**config.mk**
```make
export PLATFORM = sky130hd
export DESIGN_NAME = instruction_fetch_unit
export DESIGN_NICKNAME = d
export VERILOG_FILES = /design/src/rtl/instruction_fetch_unit_pkg.sv /design/src/rtl/instruction_fetch_unit_holding_buffer.sv /design/src/rtl/instruction_fetch_unit.sv
export SDC_FILE = /design/constraint.sdc
export NUM_CORES = 1
export LEC_CHECK = 0
export CAP_MARGIN = 40
export CORE_MARGIN = 3
export CORE_UTILIZATION = 55
export CTS_CLUSTER_DIAMETER = 80
export DETAILED_ROUTE_END_ITERATION = 8
export MAX_ROUTING_LAYER = met4
export PLACE_DENSITY = 0.95
export REMOVE_ABC_BUFFERS = 1
export SLEW_MARGIN = 20
export SYNTH_ARGS = -nofsm -noshare
export SYNTH_HDL_FRONTEND = slang
export SYNTH_HIERARCHICAL = 1
export SYNTH_SLANG_ARGS = --single-unit
```
**constraint.sdc**
```tcl
create_clock -name clk -period 4.7 [get_ports clk]
set_clock_uncertainty 0.1 [all_clocks]
set_input_delay 1.175 -clock clk [delete_from_list [all_inputs] [get_ports clk]]
set_output_delay 1.175 -clock clk [all_outputs]
set_load 0.005 [all_outputs]
```
**src/rtl/instruction_fetch_unit_pkg.sv**
```systemverilog
// Shared configuration for the instruction fetch unit: widths, FSM
// encodings and the constants used by the fetch datapath.
package instruction_fetch_unit_pkg;

  localparam int ADDRESS_LEN = 32;

  // FETCH: normal operation. KILL: waiting to discard a stale response.
  typedef enum logic {
    FETCH = 1'b0,
    KILL  = 1'b1
  } fetch_state_t;

  localparam logic [ADDRESS_LEN-1:0] NOP     = '0;
  localparam logic [ADDRESS_LEN-1:0] PC_INCR = ADDRESS_LEN'(4);

endpackage

```
**src/rtl/instruction_fetch_unit_holding_buffer.sv**
```systemverilog
// One-entry buffer holding the fetched word and its pc+4 until the
// pipeline accepts it. Outputs read as a bubble (all zeros) when empty.
module fetch_holding_buffer
  import instruction_fetch_unit_pkg::*;
(
  input  logic                   clk,
  input  logic                   rst,
  input  logic                   load,
  input  logic                   consume,
  input  logic                   clear,
  input  logic [ADDRESS_LEN-1:0] load_instr,
  input  logic [ADDRESS_LEN-1:0] load_pc,
  output logic [ADDRESS_LEN-1:0] instruction_out,
  output logic [ADDRESS_LEN-1:0] pc_out,
  output logic                   valid
);

  logic [ADDRESS_LEN-1:0] buf_instr;
  logic [ADDRESS_LEN-1:0] buf_pc;
  logic                   buf_valid;

  // Buffer update: a redirect clear beats a load, a load beats a consume.
  // NOTE: sequential state uses non-blocking (<=) so every flop samples
  // pre-edge values regardless of statement order.
  always_ff @(posedge clk or negedge rst) begin
    if (!rst) begin
      buf_instr <= NOP;
      buf_pc    <= '0;
      buf_valid <= 1'b0;
    end else if (clear) begin
      buf_valid <= 1'b0;
    end else if (load) begin
      buf_instr <= load_instr;
      buf_pc    <= load_pc;
      buf_valid <= 1'b1;
    end else if (consume) begin
      buf_valid <= 1'b0;
    end
  end

  // Stale data stays in the registers; the outputs hide it behind buf_valid.
  assign instruction_out = buf_valid ? buf_instr : NOP;
  assign pc_out          = buf_valid ? buf_pc    : '0;
  assign valid           = buf_valid;

endmodule

```
**src/rtl/instruction_fetch_unit.sv**
```systemverilog
// Instruction fetch unit: program counter, req/ack handshake with
// instruction memory, branch redirect with kill of an in-flight response.
// Optional feature macro: FETCH_PERF_COUNTERS_EN adds the stall_cycles port.
module instruction_fetch_unit
  import instruction_fetch_unit_pkg::*;
(
  input  logic                   clk,
  input  logic                   rst,
  input  logic                   freeze,
  input  logic                   branch_taken,
  input  logic [ADDRESS_LEN-1:0] branch_address,
  output logic                   imem_req,
  output logic [ADDRESS_LEN-1:0] imem_addr,
  input  logic                   imem_ack,
  input  logic [ADDRESS_LEN-1:0] imem_rdata,
  output logic [ADDRESS_LEN-1:0] pc_out,
  output logic [ADDRESS_LEN-1:0] instruction_out,
`ifdef FETCH_PERF_COUNTERS_EN
  output logic [31:0]            stall_cycles,
`endif
  output logic                   fetch_valid
);

  fetch_state_t           state, state_next;
  logic [ADDRESS_LEN-1:0] pc, pc_next;
  logic [ADDRESS_LEN-1:0] req_addr, req_addr_next;
  logic                   req_pending, req_pending_next;
  logic                   buf_load, buf_clear, consume, ack_accept;

  assign consume    = fetch_valid && !freeze;
  assign ack_accept = imem_req && imem_ack;

  // State, PC and outstanding-request registers.
  always_ff @(posedge clk or negedge rst) begin
    if (!rst) begin
      state       <= FETCH;
      pc          <= '0;
      req_addr    <= '0;
      req_pending <= 1'b0;
    end else begin
      state       <= state_next;
      pc          <= pc_next;
      req_addr    <= req_addr_next;
      req_pending <= req_pending_next;
    end
  end

  // Request generation, handshake bookkeeping, FSM and redirect handling.
  // NOTE: every signal gets a default at the top so no path leaves one
  // unassigned, which would otherwise infer a latch.
  always_comb begin
    state_next       = state;
    pc_next          = pc;
    req_addr_next    = req_addr;
    req_pending_next = req_pending;
    buf_load         = 1'b0;
    buf_clear        = 1'b0;
    imem_req         = 1'b0;

    // An outstanding request keeps its original address until acked.
    imem_addr = req_pending ? req_addr : pc;

    // Reset gates the request so it drops immediately, not at the next edge.
    case (state)
      FETCH: imem_req = rst && (req_pending || !fetch_valid || consume);
      KILL:  imem_req = rst;
    endcase

    if (imem_req && !imem_ack) begin
      req_pending_next = 1'b1;
      req_addr_next    = imem_addr;
    end else if (ack_accept) begin
      req_pending_next = 1'b0;
    end

    case (state)
      FETCH: begin
        if (ack_accept) begin
          buf_load = 1'b1;
          pc_next  = pc + PC_INCR;
        end
      end
      KILL: begin
        if (ack_accept) state_next = FETCH;
      end
    endcase

    // A redirect overrides everything; a response still owed by memory
    // must be swallowed in KILL before the target can be requested.
    if (branch_taken) begin
      pc_next    = branch_address;
      buf_load   = 1'b0;
      buf_clear  = 1'b1;
      state_next = (imem_req && !imem_ack) ? KILL : FETCH;
    end
  end

  fetch_holding_buffer u_buffer (
    .clk             (clk),
    .rst             (rst),
    .load            (buf_load),
    .consume         (consume),
    .clear           (buf_clear),
    .load_instr      (imem_rdata),
    .load_pc         (pc + PC_INCR),
    .instruction_out (instruction_out),
    .pc_out          (pc_out),
    .valid           (fetch_valid)
  );

`ifdef FETCH_PERF_COUNTERS_EN
  // Saturating count of cycles without a valid instruction.
  always_ff @(posedge clk or negedge rst) begin
    if (!rst) begin
      stall_cycles <= '0;
    end else if (!fetch_valid && (stall_cycles != '1)) begin
      stall_cycles <= stall_cycles + 32'd1;
    end
  end
`endif

endmodule

```
==> results of run 1 <==
[metal layers]
layer | global-route usage (%) | wire length (um) | up-vias
met5 | - | 0 | -
met4 | 9.35 | 259 | 0
met3 | 5.78 | 1070 | 29
met2 | 39.1 | 8400 | 166
met1 | 31.6 | 7390 | 2491
li1 | - | - | 2348
[power groups by stage]
stage               Combinational [uW]  Clock [uW]  Sequential, uW
finish                             947        1240            1630
detailed placement                 947           0            1640
global placement                   898           0            1620
CTS                                954        1260            1620
global route                      1020        1320            1660
floorplan                          543           0            1570
[how the worst max path moves through the flow]
stage           start                     end  slack, ns
3_5_place_dp   freeze                imem_req       0.66
2_1_floorplan  freeze  u_buffer/buf_instr[24]       0.63
4_1_cts        freeze                imem_req       0.65
6_report       freeze                imem_req       0.65
5_1_grt        freeze                imem_req       0.57
3_3_place_gp   freeze                imem_req       0.77
[worst reg2reg max path, stage by stage, from the launching register on]
cell and delay [ns]:
sky130_fd_sc_hd__dfrtp_2 0.54, sky130_fd_sc_hd__nand3b_1 0.22, sky130_fd_sc_hd__nand4b_2 0.12, sky130_fd_sc_hd__buf_4 0.22, sky130_fd_sc_hd__nor2_1 0.16, sky130_fd_sc_hd__nor2b_4 0.17
sky130_fd_sc_hd__buf_4 0.58, sky130_fd_sc_hd__mux2_2 0.47
[cell usage after synthesis, types with 6 or more instances]
master and n:
sky130_fd_sc_hd__dfrtp_1 131, sky130_fd_sc_hd__mux2_2 69, sky130_fd_sc_hd__clkbuf_8 6, sky130_fd_sc_hd__xnor2_1 30, sky130_fd_sc_hd__buf_12 7, sky130_fd_sc_hd__clkbuf_1 15, sky130_fd_sc_hd__o21ai_0 22, sky130_fd_sc_hd__nand2_1 49
sky130_fd_sc_hd__nor3_1 8, sky130_fd_sc_hd__nand3_1 13, sky130_fd_sc_hd__nor2_1 12, sky130_fd_sc_hd__and2_1 67, sky130_fd_sc_hd__xor2_1 27, sky130_fd_sc_hd__o21ai_1 11, sky130_fd_sc_hd__nand4_1 14, sky130_fd_sc_hd__buf_2 7
sky130_fd_sc_hd__mux2_4 60
[final cells by class]
class / count / area [sq um]
Tap cell: 172 / 215
Sequential cell: 131 / 3280
Inverter: 3 / 11.3
Clock inverter: 3 / 15.0
Multi-Input combinational cell: 417 / 3590
Fill cell: 856 / 3320
Timing Repair Buffer: 178 / 1800
Clock buffer: 29 / 551
[logic make-up after synthesis]
| logic type | share of synthesized area [%] |
|---|---|
| xor gates and xnor gates | 6.86 |
| buffers and inverters | 5.79 |
| and+or+nand+nor | 16.4 |
| muxes | 23.2 |
| AOI/OAI and AO/OA | 2.51 |
| adders and majority gates | 0.172 |
| DFF | 45.0 |
[sequential cells by signal, indices dropped and copies added, names as in the netlist]
signal              flops
u_buffer/valid          1
req_pending             1
pc                     32
req_addr               32
state                   1
u_buffer/buf_instr     32
u_buffer/buf_pc        32
[stage by stage]
step / cells / cell area (sq um) / power, uW
after CTS: 931 / 9420 / 3840
after floorplan: 551 / 6870 / 2110
after detailed placement: 899 / 8850 / 2580
after global routing: 933 / 9460 / 4010
after global placement: 897 / 8810 / 2520
final: 933 / 9460 / 3820
==> impl_results.md, run 1 <==
* Number of detailed-route iterations in the first pass at 4
* Most repeated library cell on the critical path: sky130_fd_sc_hd__clkdlybuf4s50_1
* Flop pwr share at 42.7%
* Headroom to the max-slew limit at 44.1%
* Synth-to-layout area growth at 29.9%
* Placeable core area at 0.0128 sq mm
* Floorplan die height at 121 um
* Initial antenna violation count at 0
* Number of clock sinks at 131
* Overall fraction of global-route tracks in use at 24.9%
* Worst hold margin at 0.398 ns
* Final weighted congestion in routability-driven placement at 0.844
* Proportion of synthesized chip area in sequential cells at 45.0%
* Peak supply drop at 269 uV
* Quantity of hold-fixing buffers added after cts at 0
* Leakage power summed over all cells at 0.00397 uW
* Start point of the worst min-delay path: u_buffer/buf_instr[27]
* TNS Setup at 0 ns
* Logic pwr share at 24.8%
* Family with the most delay on the worst path: buffers and inverters
* # diodes at 0
* Post-placement setup slack at 0.662 ns
* CP max FO at 3
* Worst min-delay path endpoint: u_buffer/buf_instr[27]
* Smallest setup slack after layout at 0.654 ns
* Utilization after layout at 74.0%
* Synthesized instance count at 597
* Buf+Inv Stages, Crit Path at 3
* Portion of total power attributed to the clock network at 32.5%
* Inserted Clock Buffers at 17
* Transition at the pin with the smallest max-transition slack at 0.832 ns
* Post-CTS repair timing setup buffer count at 0
* Vias in the first global route at 5395
* Post-DP HPWL at 11900 um
* First-pass GRT wire length at 27800 um
* Net switching power figure at 961 uW
* CTS tree: done
* Int Power at 2850 uW
* Number of distinct standard cells referenced by the synthesized netlist at 42
* Kind of launch point of the worst setup path: input pin
* Starting utilization of the core area at 57.0%
* Final Hold Fails at 0
* Number of flip-flops and latches in the synthesized netlist at 131
* Setup repair after global routing missed its margin: no
* Number of nets still failing antenna checks after routing at 0
* Total of buffers placed on input and output ports at 166
* Worst EP arrival at 2.77 ns
* Worst reg-to-reg setup slack at 2.00 ns
* Total congestion overflow after global routing at 0
* Average cell area after synthesis at 12.2 sq um
* Hold Crit Class: flip-flop to flip-flop
* Layout Nets at 818
* Outcome: finished clean
* Critical path depth in cells at 5
* Crit path kind: input pin to output pin
* Synth async-reset ratio at 100%
* Clk pin slew, worst setup/hold paths at 0.05 ns
* Number of top-level pins at 167
* Power density relative to cell area at 403 mW/mm^2
* Pin count of the biggest net entering global routing at 66
* Commonest cells after routing, fill and taps aside: sky130_fd_sc_hd__clkdlybuf4s50_1, sky130_fd_sc_hd__dfrtp_1, sky130_fd_sc_hd__mux2_2, sky130_fd_sc_hd__and2_1, sky130_fd_sc_hd__mux2_4
* Die Span X at 121 um
* Post-DR vias/cell at 5.40
* Via Count at 5034
* Required time at the endpoint of the critical path at 3.42 ns
* Count of instances resized after the clock tree is built at 0
* Area share of the leading cell type in the synthesized netlist at 45.0%
* Final setup fails at 0
* Total number of H-tree levels at 4
* Cells taking the most area after synthesis: sky130_fd_sc_hd__dfrtp_1, sky130_fd_sc_hd__mux2_4, sky130_fd_sc_hd__mux2_2
* CTS Root Buffer Type: sky130_fd_sc_hd__clkbuf_16
* Most area-hungry cell type in the Yosys netlist: sky130_fd_sc_hd__dfrtp_1
* Post-Route WL at 17100 um
* Number of max-slew violations in the final report at 0
* Switch share at 25.2%
* Iteration-0 DRC count of the detailed router at 272
* R2R depth at 7
* Instance count along the most critical hold path at 1
* Total Die Area at 0.0147 sq mm
* Origin of the critical flop-to-flop path: u_buffer/valid
* Cell type of the slowest stage on the worst timing path: sky130_fd_sc_hd__clkdlybuf4s50_1
* Period Utilization, post-route at 86.1%
* Peak per-stage delay on the critical path at 0.51 ns
* Number of enable-type register cells in the synthesized netlist at 0
* Cell-by-cell listing of the critical path: clkdlybuf4s50_1 > nand3b_1 > o21ai_1 > inv_1 > clkdlybuf4s50_1
* Insertion delay of the later-clocked pin in the worst-skew pair at 0.42 ns
* Most common cell after layout, fill and taps aside: sky130_fd_sc_hd__clkdlybuf4s50_1
* Worst Setup End Kind: output pin
* Peak clock frequency supported by timing at 247 MHz
* Final period demand of the worst path at 4.05 ns
* Post-route DRC at 0
* Worst-case clock buffer depth at 2
* Detailed-route wire length per cell at 18.3 um
* Synth Cell Area at 0.00728 sq mm
* End of the worst register-to-register path: u_buffer/buf_instr[24]
* Most used flip-flop cell after synthesis: sky130_fd_sc_hd__dfrtp_1
* Max-cap violations at 0
* Share of final-layout standard cells stronger than drive strength 1 at 25.0%
* Count of yosys warnings during synthesis at 6
* Site Rows at 41
Note: power is estimated with default switching activity, not from simulation.
==> inputs of run 2 (changes only) <==
--- a/config.mk
+++ b/config.mk
@@ -7,9 +7,11 @@
 export LEC_CHECK = 0
 export CAP_MARGIN = 40
 export CORE_MARGIN = 3
-export CORE_UTILIZATION = 55
+export CORE_UTILIZATION = 56
+export CTS_BUF_LIST = sky130_fd_sc_hd__clkbuf_8
 export CTS_CLUSTER_DIAMETER = 80
 export DETAILED_ROUTE_END_ITERATION = 8
+export HOLD_SLACK_MARGIN = 0.1
 export MAX_ROUTING_LAYER = met4
 export PLACE_DENSITY = 0.95
 export REMOVE_ABC_BUFFERS = 1
==> impl_results.md, run 2 (synthesis results as in run 1) <==
* Worst-case clock buffer depth at 2 (unchanged)
* Peak per-stage delay on the critical path at 0.50 ns (was 0.51 ns)
* Synth-to-layout area growth at 27.4% (was 29.9%)
* Worst reg-to-reg setup slack at 2.03 ns (was 2.00 ns)
* Initial antenna violation count at 0 (unchanged)
* Placeable core area at 0.0127 sq mm (was 0.0128 sq mm)
* Headroom to the max-slew limit at 41.3% (was 44.1%)
* Int Power at 2570 uW (was 2850 uW)
* Detailed-route wire length per cell at 19.0 um (was 18.3 um)
* Peak clock frequency supported by timing at 244 MHz (was 247 MHz)
* Worst hold margin at 0.400 ns (was 0.398 ns)
* Post-DR vias/cell at 5.53 (was 5.40)
* Transition at the pin with the smallest max-transition slack at 0.875 ns (was 0.832 ns)
* Post-DP HPWL at 12000 um (was 11900 um)
* Portion of total power attributed to the clock network at 26.4% (was 32.5%)
* Hold Crit Class: flip-flop to flip-flop (unchanged)
* Crit path kind: input pin to output pin (unchanged)
* Pin count of the biggest net entering global routing at 70 (was 66)
* Worst EP arrival at 2.82 ns (was 2.77 ns)
* Logic pwr share at 27.1% (was 24.8%)
* Vias in the first global route at 5564 (was 5395)
* Via Count at 5147 (was 5034)
* Setup repair after global routing missed its margin: no (unchanged)
* Power density relative to cell area at 377 mW/mm^2 (was 403 mW/mm^2)
* Count of instances resized after the clock tree is built at 0 (unchanged)
* Worst Setup End Kind: output pin (unchanged)
* Post-CTS repair timing setup buffer count at 0 (unchanged)
* Quantity of hold-fixing buffers added after cts at 0 (unchanged)
* CP max FO at 3 (unchanged)
* Cell-by-cell listing of the critical path: clkdlybuf4s50_1 > nand3b_1 > o21ai_1 > inv_1 > clkdlybuf4s50_1 (unchanged)
* Clk pin slew, worst setup/hold paths at 0.06 ns (was 0.05 ns)
* Peak supply drop at 298 uV (was 269 uV)
* Iteration-0 DRC count of the detailed router at 402 (was 272)
* Final period demand of the worst path at 4.10 ns (was 4.05 ns)
* Starting utilization of the core area at 57.5% (was 57.0%)
* Start point of the worst min-delay path: u_buffer/buf_instr[25] (was u_buffer/buf_instr[27])
* Number of nets still failing antenna checks after routing at 0 (unchanged)
* Origin of the critical flop-to-flop path: u_buffer/valid (unchanged)
* Number of detailed-route iterations in the first pass at 4 (unchanged)
* Post-Route WL at 17700 um (was 17100 um)
* Period Utilization, post-route at 87.2% (was 86.1%)
* Cell type of the slowest stage on the worst timing path: sky130_fd_sc_hd__clkdlybuf4s50_1 (unchanged)
* Post-route DRC at 0 (unchanged)
* Total congestion overflow after global routing at 0 (unchanged)
* Floorplan die height at 120 um (was 121 um)
* Total number of H-tree levels at 4 (unchanged)
* Number of clock sinks at 131 (unchanged)
* CTS Root Buffer Type: sky130_fd_sc_hd__clkbuf_8 (was sky130_fd_sc_hd__clkbuf_16)
* Inserted Clock Buffers at 17 (unchanged)
* CTS tree: done (unchanged)
* Overall fraction of global-route tracks in use at 25.9% (was 24.9%)
* Site Rows at 41 (unchanged)
* First-pass GRT wire length at 28400 um (was 27800 um)
* # diodes at 0 (unchanged)
* Max-cap violations at 0 (unchanged)
* Switch share at 26.5% (was 25.2%)
* Most common cell after layout, fill and taps aside: sky130_fd_sc_hd__clkdlybuf4s50_1 (unchanged)
* Final setup fails at 0 (unchanged)
* Start point of the critical path: freeze (unchanged)
* Total Die Area at 0.0144 sq mm (was 0.0147 sq mm)
* Post-placement setup slack at 0.620 ns (was 0.662 ns)
* Required time at the endpoint of the critical path at 3.42 ns (about the same)
* Die Span X at 120 um (was 121 um)
* Flop pwr share at 46.5% (was 42.7%)
* Insertion delay of the later-clocked pin in the worst-skew pair at 0.46 ns (was 0.42 ns)
* Final weighted congestion in routability-driven placement at 0.843 (was 0.844)
* Number of top-level pins at 167 (unchanged)
* Number of max-slew violations in the final report at 0 (unchanged)
* Total of buffers placed on input and output ports at 166 (unchanged)
* Commonest cells after routing, fill and taps aside: sky130_fd_sc_hd__clkdlybuf4s50_1, sky130_fd_sc_hd__dfrtp_1, sky130_fd_sc_hd__mux2_2, sky130_fd_sc_hd__and2_1, sky130_fd_sc_hd__mux2_4 (unchanged)
* TNS Setup at 0 ns (unchanged)
* Most repeated library cell on the critical path: sky130_fd_sc_hd__clkdlybuf4s50_1 (unchanged)
* Net switching power figure at 926 uW (was 961 uW)
* Outcome: finished clean (unchanged)
* Share of final-layout standard cells stronger than drive strength 1 at 24.6% (was 25.0%)
* Leakage power summed over all cells at 0.00390 uW (was 0.00397 uW)
* Kind of launch point of the worst setup path: input pin (unchanged)
* Smallest setup slack after layout at 0.604 ns (was 0.654 ns)
* Layout Nets at 816 (was 818)
* Final Hold Fails at 0 (unchanged)
## run 2: changes by cell type in the layout (fill, tap and decap cells not counted)
cell / before / now
sky130_fd_sc_hd__inv_1: 3 / 8
sky130_fd_sc_hd__clkbuf_8: 8 / 24
sky130_fd_sc_hd__buf_4: 8 / 6
sky130_fd_sc_hd__buf_12: 0 / 1
sky130_fd_sc_hd__clkinv_2: 3 / 2
sky130_fd_sc_hd__clkbuf_16: 17 / 0
sky130_fd_sc_hd__clkbuf_1: 4 / 0
sky130_fd_sc_hd__bufinv_16: 0 / 1
sky130_fd_sc_hd__buf_8: 1 / 0
## run 2: power groups by stage
stage          registers, uW  logic (uW)  clock network (uW)
2_1_floorplan           1570         543                   0
3_3_place_gp            1610         903                   0
3_5_place_dp            1640         948                   0
4_1_cts                 1620         955                 937
5_1_grt                 1660        1020                 984
6_report                1630         950                 922
## run 2: worst paths after layout
path,cells after the start,to
max,5,imem_req
min reg2reg,1,u_buffer/buf_instr[25]
max reg2reg,7,u_buffer/buf_instr[26]
min in group asynchronous,1,req_addr[7]
max in group asynchronous,4,u_buffer/buf_pc[12]
min,1,u_buffer/buf_instr[25]
## run 2: final cells by class
class,instances,area [sq um]
inverter,3,11.3
fill,849,3400
timing repair buffer,176,1790
clock buffer,24,330
clock inverter,8,58.8
multi-input combinational,417,3590
sequential,131,3280
tap,172,215
## run 2: layer usage
| metal | GRT usage [%] | up-vias | wire length (um) |
|---|---|---|---|
| met3 | 5.66 | 21 | 937 |
| met1 | 31.5 | 2614 | 7460 |
| met4 | 9.31 | 0 | 276 |
| li1 | - | 2333 | - |
| met2 | 42.7 | 179 | 8980 |
| met5 | - | - | 0 |
## run 2: worst max-delay path: cells and delay by family
family | cells | cell delay, ns
AO/OA/AOI/OAI | 1 | 0.39
buffers and inverters | 3 | 1.11
AND/OR/NAND/NOR | 1 | 0.14
## run 2: per-stage QoR
stage	total power (uW)	std cells	instance area, sq um	util (%)
2_1_floorplan	2110	551	6870	-
3_3_place_gp	2510	896	8820	69.6
3_5_place_dp	2590	897	8840	69.8
4_1_cts	3510	929	9230	72.9
5_1_grt	3670	931	9270	73.2
6_report	3500	931	9270	73.2
